**src/rtl/issue_queue_if.sv**
```systemverilog
// ----------------------------------------------------------------------------
// issue_queue_if
// Purpose : bundles the decode->queue and queue->issue handshake signals of
//           the issue queue, plus the occupancy report.
//
// Handshake (both channels): a transfer happens on a rising edge where the
// producer's valid and the consumer's allow/ready are both high. The producer
// holds valid and its payload until the transfer happens. Allow/ready may be
// low or high at any time.
//   decode channel : ds_to_is_valid / ds_to_is_bus  with IQ_allowin
//   issue channel  : iq_to_is_valid / iq_to_is_bus  with is_allowin
//
// Modports
//   slave  : the queue side (takes decode entries, drives the head entry)
//   master : the pipeline side (offers decode entries, consumes the head)
// ----------------------------------------------------------------------------
interface issue_queue_if #(
  parameter int DEPTH   = 4,
  parameter int DATA_WD = 211
);
  localparam int CNT_W = $clog2(DEPTH) + 1;

  logic               ds_to_is_valid;
  logic [DATA_WD-1:0] ds_to_is_bus;
  logic               IQ_allowin;
  logic               is_allowin;
  logic               iq_to_is_valid;
  logic [DATA_WD-1:0] iq_to_is_bus;
  logic [CNT_W-1:0]   iq_count;

  modport slave (
    input  ds_to_is_valid,
    input  ds_to_is_bus,
    output IQ_allowin,
    input  is_allowin,
    output iq_to_is_valid,
    output iq_to_is_bus,
    output iq_count
  );

  modport master (
    output ds_to_is_valid,
    output ds_to_is_bus,
    input  IQ_allowin,
    output is_allowin,
    input  iq_to_is_valid,
    input  iq_to_is_bus,
    input  iq_count
  );
endinterface

```
**src/rtl/issue_queue.sv**
```systemverilog
// ----------------------------------------------------------------------------
// issue_queue
// Purpose : circular-buffer FIFO of decoded instructions between the decode
//           and issue stages. No empty bypass: an entry accepted at edge N is
//           visible at the head only after edge N.
//
// Ports
//   clk      : rising-edge clock
//   reset    : synchronous, active-high; clears pointers and occupancy
//   iq_flush : synchronous flush; blocks both channels this cycle and empties
//              the queue at the next edge
//   q        : issue_queue_if.slave (decode channel in, issue channel out,
//              iq_count occupancy)
// ----------------------------------------------------------------------------
module issue_queue #(
  parameter int DEPTH   = 4,
  parameter int DATA_WD = 211
) (
  input  logic          clk,
  input  logic          reset,
  input  logic          iq_flush,
  issue_queue_if.slave  q
);
  localparam int PTR_W = $clog2(DEPTH);
  localparam int CNT_W = PTR_W + 1;
  localparam logic [CNT_W-1:0] FULL_CNT = CNT_W'(DEPTH);

  logic [DATA_WD-1:0] r_mem [DEPTH];
  logic [PTR_W-1:0]   r_head;
  logic [PTR_W-1:0]   r_tail;
  logic [CNT_W-1:0]   r_count;

  logic w_allowin;
  logic w_valid;
  logic w_enq;
  logic w_deq;

  // Allowin looks only at the registered count, never at is_allowin, so a
  // full queue cannot take a new entry in the same cycle one leaves.
  assign w_allowin = (r_count != FULL_CNT) && !iq_flush;
  assign w_valid   = (r_count != '0) && !iq_flush;
  // Both handshakes already include !iq_flush, which gives flush priority.
  assign w_enq     = q.ds_to_is_valid && w_allowin;
  assign w_deq     = w_valid && q.is_allowin;

  assign q.IQ_allowin     = w_allowin;
  assign q.iq_to_is_valid = w_valid;
  assign q.iq_to_is_bus   = r_mem[r_head];
  assign q.iq_count       = r_count;

  // Pointers wrap naturally because DEPTH is a power of two.
  always_ff @(posedge clk) begin
    if (reset || iq_flush) begin
      r_head  <= '0;
      r_tail  <= '0;
      r_count <= '0;
    end else begin
      if (w_enq) r_tail <= r_tail + PTR_W'(1);
      if (w_deq) r_head <= r_head + PTR_W'(1);
      case ({w_enq, w_deq})
        2'b10:   r_count <= r_count + CNT_W'(1);
        2'b01:   r_count <= r_count - CNT_W'(1);
        default: r_count <= r_count;
      endcase
    end
  end

  // Entry storage is not reset; stale contents are unreachable once the
  // pointers are cleared. w_enq is already suppressed by flush; reset is
  // added so a reset cycle never writes.
  always_ff @(posedge clk) begin
    if (w_enq && !reset) r_mem[r_tail] <= q.ds_to_is_bus;
  end
endmodule
```
**src/flat_wrapper.sv**
```systemverilog
// flat-port wrapper written by rule: the top's interface ports become plain ports
module issue_queue_flat 
#(
  parameter int DEPTH   = 4,
  parameter int DATA_WD = 211
)
  (clk, reset, iq_flush, q_ds_to_is_valid, q_ds_to_is_bus, q_IQ_allowin, q_is_allowin, q_iq_to_is_valid, q_iq_to_is_bus, q_iq_count);
  issue_queue_if #(.DEPTH(DEPTH), .DATA_WD(DATA_WD)) q_i ();
  input  logic clk;
  input  logic reset;
  input  logic iq_flush;
  input wire logic [$bits(q_i.ds_to_is_valid)-1:0] q_ds_to_is_valid;
  input wire logic [$bits(q_i.ds_to_is_bus)-1:0] q_ds_to_is_bus;
  output wire logic [$bits(q_i.IQ_allowin)-1:0] q_IQ_allowin;
  input wire logic [$bits(q_i.is_allowin)-1:0] q_is_allowin;
  output wire logic [$bits(q_i.iq_to_is_valid)-1:0] q_iq_to_is_valid;
  output wire logic [$bits(q_i.iq_to_is_bus)-1:0] q_iq_to_is_bus;
  output wire logic [$bits(q_i.iq_count)-1:0] q_iq_count;
  assign q_i.ds_to_is_valid = q_ds_to_is_valid;
  assign q_i.ds_to_is_bus = q_ds_to_is_bus;
  assign q_IQ_allowin = q_i.IQ_allowin;
  assign q_i.is_allowin = q_is_allowin;
  assign q_iq_to_is_valid = q_i.iq_to_is_valid;
  assign q_iq_to_is_bus = q_i.iq_to_is_bus;
  assign q_iq_count = q_i.iq_count;
  issue_queue #(.DEPTH(DEPTH), .DATA_WD(DATA_WD)) u_core (.clk(clk), .reset(reset), .iq_flush(iq_flush), .q(q_i));
endmodule
```
**config.mk**
```make
export PLATFORM = sky130hd
export DESIGN_NAME = issue_queue_flat
export DESIGN_NICKNAME = d
export VERILOG_FILES = /design/src/rtl/issue_queue_if.sv /design/src/rtl/issue_queue.sv /design/src/flat_wrapper.sv
export SDC_FILE = /design/constraint.sdc
export NUM_CORES = 1
export LEC_CHECK = 0
export CAP_MARGIN = 20
export CELL_PAD_IN_SITES_DETAIL_PLACEMENT = 0
export CELL_PAD_IN_SITES_GLOBAL_PLACEMENT = 1
export CORE_MARGIN = 4
export CORE_UTILIZATION = 45
export DETAILED_ROUTE_END_ITERATION = 8
export PLACE_DENSITY_LB_ADDON = 0.15
export SLEW_MARGIN = 40
export SYNTH_ARGS = -nofsm -noshare
export SYNTH_HDL_FRONTEND = slang
export SYNTH_SLANG_ARGS = --single-unit
```
**constraint.sdc**
```tcl
create_clock -name clk -period 33.9 [get_ports clk]
set_input_delay 3.39 -clock clk [delete_from_list [all_inputs] [get_ports clk]]
set_output_delay 3.39 -clock clk [all_outputs]
set_load 0.005 [all_outputs]
```
==> metrics.txt, run 1 <==
area delta synth->final=25.4%; cell count after synthesis=1157; starting density of the core=45.4%; Tmin final=7.95 ns; antenna-violating nets left=0; Peak Freq=0.126 GHz; nets=1871; clk_skew=0.0173 ns; most common cell in the netlist=edfxtp_1; Critical Path RT=30.51 ns; syn avg cell area=26.9 um2; synth unique cells=26; WL/cell=23.9 um; cell total after placement=2490; Num CTS Buffers=87; biggest area consumer among synthesized cells=edfxtp_1; grt total ovfl=0; I/O Buffers=431; worst hold slack=0.482 ns; unrepaired setup endpoints after global routing=no; number of setup violations in the final report=0; fillers=4969; post-synthesis cell area=31200 um2; startpoint class of the critical path=primary input; vias in the first global route=14700; Placer Congestion=0.719; Max Cap Viol=0; H-tree depth=3; HPWL Detailed=36900 um; IO Count=432; Die Area=73500 um2; peak supply drop=0.0000473 V; Post-synth top cells=edfxtp_1, mux4_2, buf_12; CP Max Fanout=8; DRC Markers=0; Synth Register Bits=853; share of cells above drive strength 1=20.7%; post-CTS repair timing setup buffer count=0; TritonRoute pass-1 iters=4; Clock Tree Root=clkbuf_16; Pwr Density=54.7 nW/um2; Die X=271 um; core area=68600 um2; Rows=96; CTS sink cnt=853; Worst-path clk slew=0.06 ns; setup tns final=0 ns; ranking of synthesized cells by area=edfxtp_1, mux4_2, buf_12; Worst-Margin Slew=0.878 ns; synth warn=0; FF+latch area=25500 um2; Critical Path AT=4.56 ns; crit end category=output pin; Total Power=2140 uW; via count=13800; Hold Crit Class=flop to flop; drt total wl=63500 um; CTS Buffer Depth=3; 1st-iter DRT viols=842; routed vias/inst=5.21; global-route wire length before repair=94200 um; register area share after synthesis=81.9%; Final Hold Fails=0; Yosys top cell area share=81.3%; syn nets=1379; outcome=completed; Post-CTS Resized=0; period utilisation layout=23.4%; Setup Crit Path Kind=primary input to output pin; ys flop type=edfxtp_1; Non-Filler Instances=2657; Async S/R FF share, synth=0%; Rel. slew slack=41.5%; largest net degree at the start of global routing=116; final max-slew violation count=0; TritonCTS clock tree=built; hold_buf cts=0; EDFF count, synth=844; multi-input logic area=5080 um2; initial antenna violation count=15; Die Height=271 um; Leak=0.0120 uW; clk_lat worst skew=0.62 ns; GRT Total Usage=17.1%
-- flip-flops by register name, summed over array words and instances (netlist names), named ones only --
signal / count
u_core.r_mem: 844
u_core.r_head: 2
u_core.q.iq_count: 3
u_core.r_tail: 2
-- layout make-up --
class                           instances  share of cell area, %
Sequential cell                       853                   65.4
Multi-Input combinational cell        252                   13.0
Clock buffer                          111                   5.97
Timing Repair Buffer                  450                   11.8
Tap cell                              931                   2.98
Inverter                                5                 0.0480
Antenna cell                            8                 0.0512
Clock inverter                         47                  0.852
-- layout by cell type (no fill, tap or decap), types with 8 or more instances in the layout --
cell type,synthesis,layout
mux4_2,211,211
clkbuf_16,0,90
clkinv_2,0,17
clkbuf_1,2,21
clkinv_1,0,21
clkdlybuf4s50_1,0,431
edfxtp_1,844,844
diode_2,0,8
-- metal layers --
layer / vias up / global-route usage, % / part of all wire, % / wire length, um
li1: 6029 / - / - / -
met1: 7314 / 21.7 / 40 / 25200
met2: 385 / 27.7 / 50 / 31500
met3: 106 / 6.68 / 8.2 / 5200
met4: 14 / 5.08 / 2.3 / 1490
met5: - / 0 / 0.17 / 108
-- worst max-delay path, stage by stage --
cell and delay, ns:
clkdlybuf4s50_1 0.51, nor2b_1 0.14, clkdlybuf4s50_1 0.51
-- final timing paths --
path	cells past startpoint	slack [ns]	from	endpoint
min reg2reg	2	0.48	u_core.r_head[1]	flop
min	2	0.48	u_core.r_head[1]	flop
max reg2reg	5	31.04	u_core.q.iq_count[1]	u_core.r_mem[1][38]
max	3	25.95	iq_flush	q_IQ_allowin
-- power by group --
group | internal (uW) | leakage [uW] | switching, uW
clock network | 515 | 0.00131 | 376
registers | 1170 | 0.00770 | 2.12
logic | 44.0 | 0.00298 | 29.4
total | 1730 | 0.0120 | 408
-- logic make-up (layout without fill, tap and decap cells) --
group	Yosys count	in the layout	synth area share (%)
AOI/OAI and AO/OA	5	5	0.0803
DFF	853	853	81.9
other	0	8	0
and+or+nand+nor	24	24	0.446
buffers and inverters	52	613	1.85
xor gates and xnor gates	2	2	0.0562
adders and majority gates	6	6	0.265
muxes	215	215	15.4
-- metrics by stage --
stage | area (um2) | worst slack [ns] | util [%]
4_1_cts | 39000 | 25.95 | 56.9
3_5_place_dp | 36400 | 25.94 | 53.0
5_1_grt | 39100 | 25.87 | 56.9
3_3_place_gp | 36300 | 25.92 | 52.9
2_1_floorplan | 31200 | 13.82 | -
6_report | 39100 | 25.95 | 57.0
(Power assumes the default switching activity.)
==> inputs of run 2 (changes only) <==
Clock period 33.9 ns to 7.5 ns, I/O delays scaled along.
==> metrics.txt, run 2 (synthesized netlist as in run 1, its figures left out) <==
outcome=completed; R2R setup slack=4.40 ns; TritonRoute pass-1 iters=4; Leak=0.0120 uW; Tmin final=3.87 ns; Final Hold Fails=0; Setup Crit Path Kind=flop to output pin; Reg with most FFs=u_core.r_mem; hold_buf cts=0; DRC Markers=0; Critical Path AT=3.12 ns; vias in the first global route=14700; via count=13800; global-route wire length before repair=94800 um; HPWL Detailed=37500 um; post-CTS repair timing setup buffer count=0; Worst R2R Start=u_core.q.iq_count[0]; cells on worst reg2reg path=5; Rel. slew slack=41.2%; Rows=96; I/O Buffers=431; IO Count=432; share of cells above drive strength 1=20.7%; unrepaired setup endpoints after global routing=no; routed vias/inst=5.20; commonest non-fill, non-tap cell in the layout=edfxtp_1; WL/cell=23.8 um; core area=68600 um2; sw frac=19.3%; startpoint class of the critical path=flop; Critical Path RT=6.75 ns; Largest register FFs=844; CTS Buffer Depth=3; Die X=271 um; fillers=5068; Die Area=73500 um2; Flop pwr share=54.7%; CTS sink cnt=853; Cell Int Power=7810 uW; Peak Freq=0.259 GHz; nets=1873; CP Max Fanout=59; drt total wl=63200 um; Post-CTS Resized=0; Clock power frac=41.8%; final max-slew violation count=0; number of setup violations in the final report=0; worst hold stages=2; Die Height=271 um; Worst-path clk slew=0.06 ns; area delta synth->final=25.7%; clk_skew=0.0141 ns; Max Cap Viol=0; 1st-iter DRT viols=809; H-tree depth=3; dpl ws=3.52 ns; starting density of the core=45.4%; period utilisation layout=51.6%; initial antenna violation count=14; largest net degree at the start of global routing=116; final worst setup slack=3.63 ns; most frequent cells in the layout=edfxtp_1, clkdlybuf4s50_1, mux4_2; Hold Crit Class=flop to flop; setup tns final=0 ns; crit end category=output pin; Worst-Margin Slew=0.881 ns; GRT Total Usage=17.2%; peak supply drop=0.000189 V; grt total ovfl=0; Placer Congestion=0.710; Num CTS Buffers=88; antenna-violating nets left=0; NetSw=1870 uW; combinational share of power=3.5%; reg2reg end=u_core.r_mem[1][123]; clk_lat worst skew=0.61 ns; TritonCTS clock tree=built; hold_sp=u_core.r_head[0]; Pwr Density=247 nW/um2; Clock Tree Root=clkbuf_16
run 2: metrics by stage:
step	power (uW)	cell area [um2]	std cells	utilization, %	hold WS [ns]
after detailed placement	5730	36400	2491	53.1	0.477
after CTS	9810	39100	2653	57.1	0.486
after floorplan	5490	31200	1157	-	0.454
after global placement	5720	36300	2488	53.0	0.483
after global routing	10100	39200	2655	57.1	0.538
final	9680	39200	2658	57.1	0.484
run 2: worst max path at each step:
| stage | from | to | slack, ns |
|---|---|---|---|
| 2_1_floorplan | iq_flush | u_core.r_mem[1][0] | -2.47 |
| 3_3_place_gp | iq_flush | u_core.r_mem[1][116] | 3.54 |
| 3_5_place_dp | iq_flush | u_core.r_mem[1][145] | 3.52 |
| 4_1_cts | flop | q_iq_to_is_bus[139] | 3.50 |
| 5_1_grt | flop | q_iq_to_is_bus[175] | 3.38 |
| 6_report | flop | q_iq_to_is_bus[170] | 3.63 |
run 2: final cells by class:
class	instances	area [um2]	area share (%)
antenna	4	10.0	0.0256
clock buffer	108	2340	5.98
clock inverter	54	372	0.949
inverter	5	18.8	0.0479
multi-input combinational	252	5100	13.0
sequential	853	25500	65.2
tap	931	1160	2.97
timing repair buffer	451	4630	11.8
run 2: critical path, cell delays in order, from the launching register on:
cell and delay (ns):
dfxtp_4 0.47, buf_12 0.40, buf_16 0.38, mux4_2 0.57
clkdlybuf4s50_1 0.54
run 2: metal layers:
layer  vias up  global-route usage, %  wire length (um)
li1       6052                      -                 -
met1      7286                   22.1             25000
met2       369                   27.8             31500
met3        94                   6.86              5660
met4        20                   3.98               952
met5         -                      0               147
run 2: power groups by stage:
stage / Sequential [uW] / Combinational, uW / Clock (uW)
global route: 5290 / 359 / 4410
floorplan: 5410 / 80.1 / 0
detailed placement: 5400 / 337 / 0
global placement: 5390 / 329 / 0
finish: 5300 / 334 / 4050
CTS: 5290 / 339 / 4170
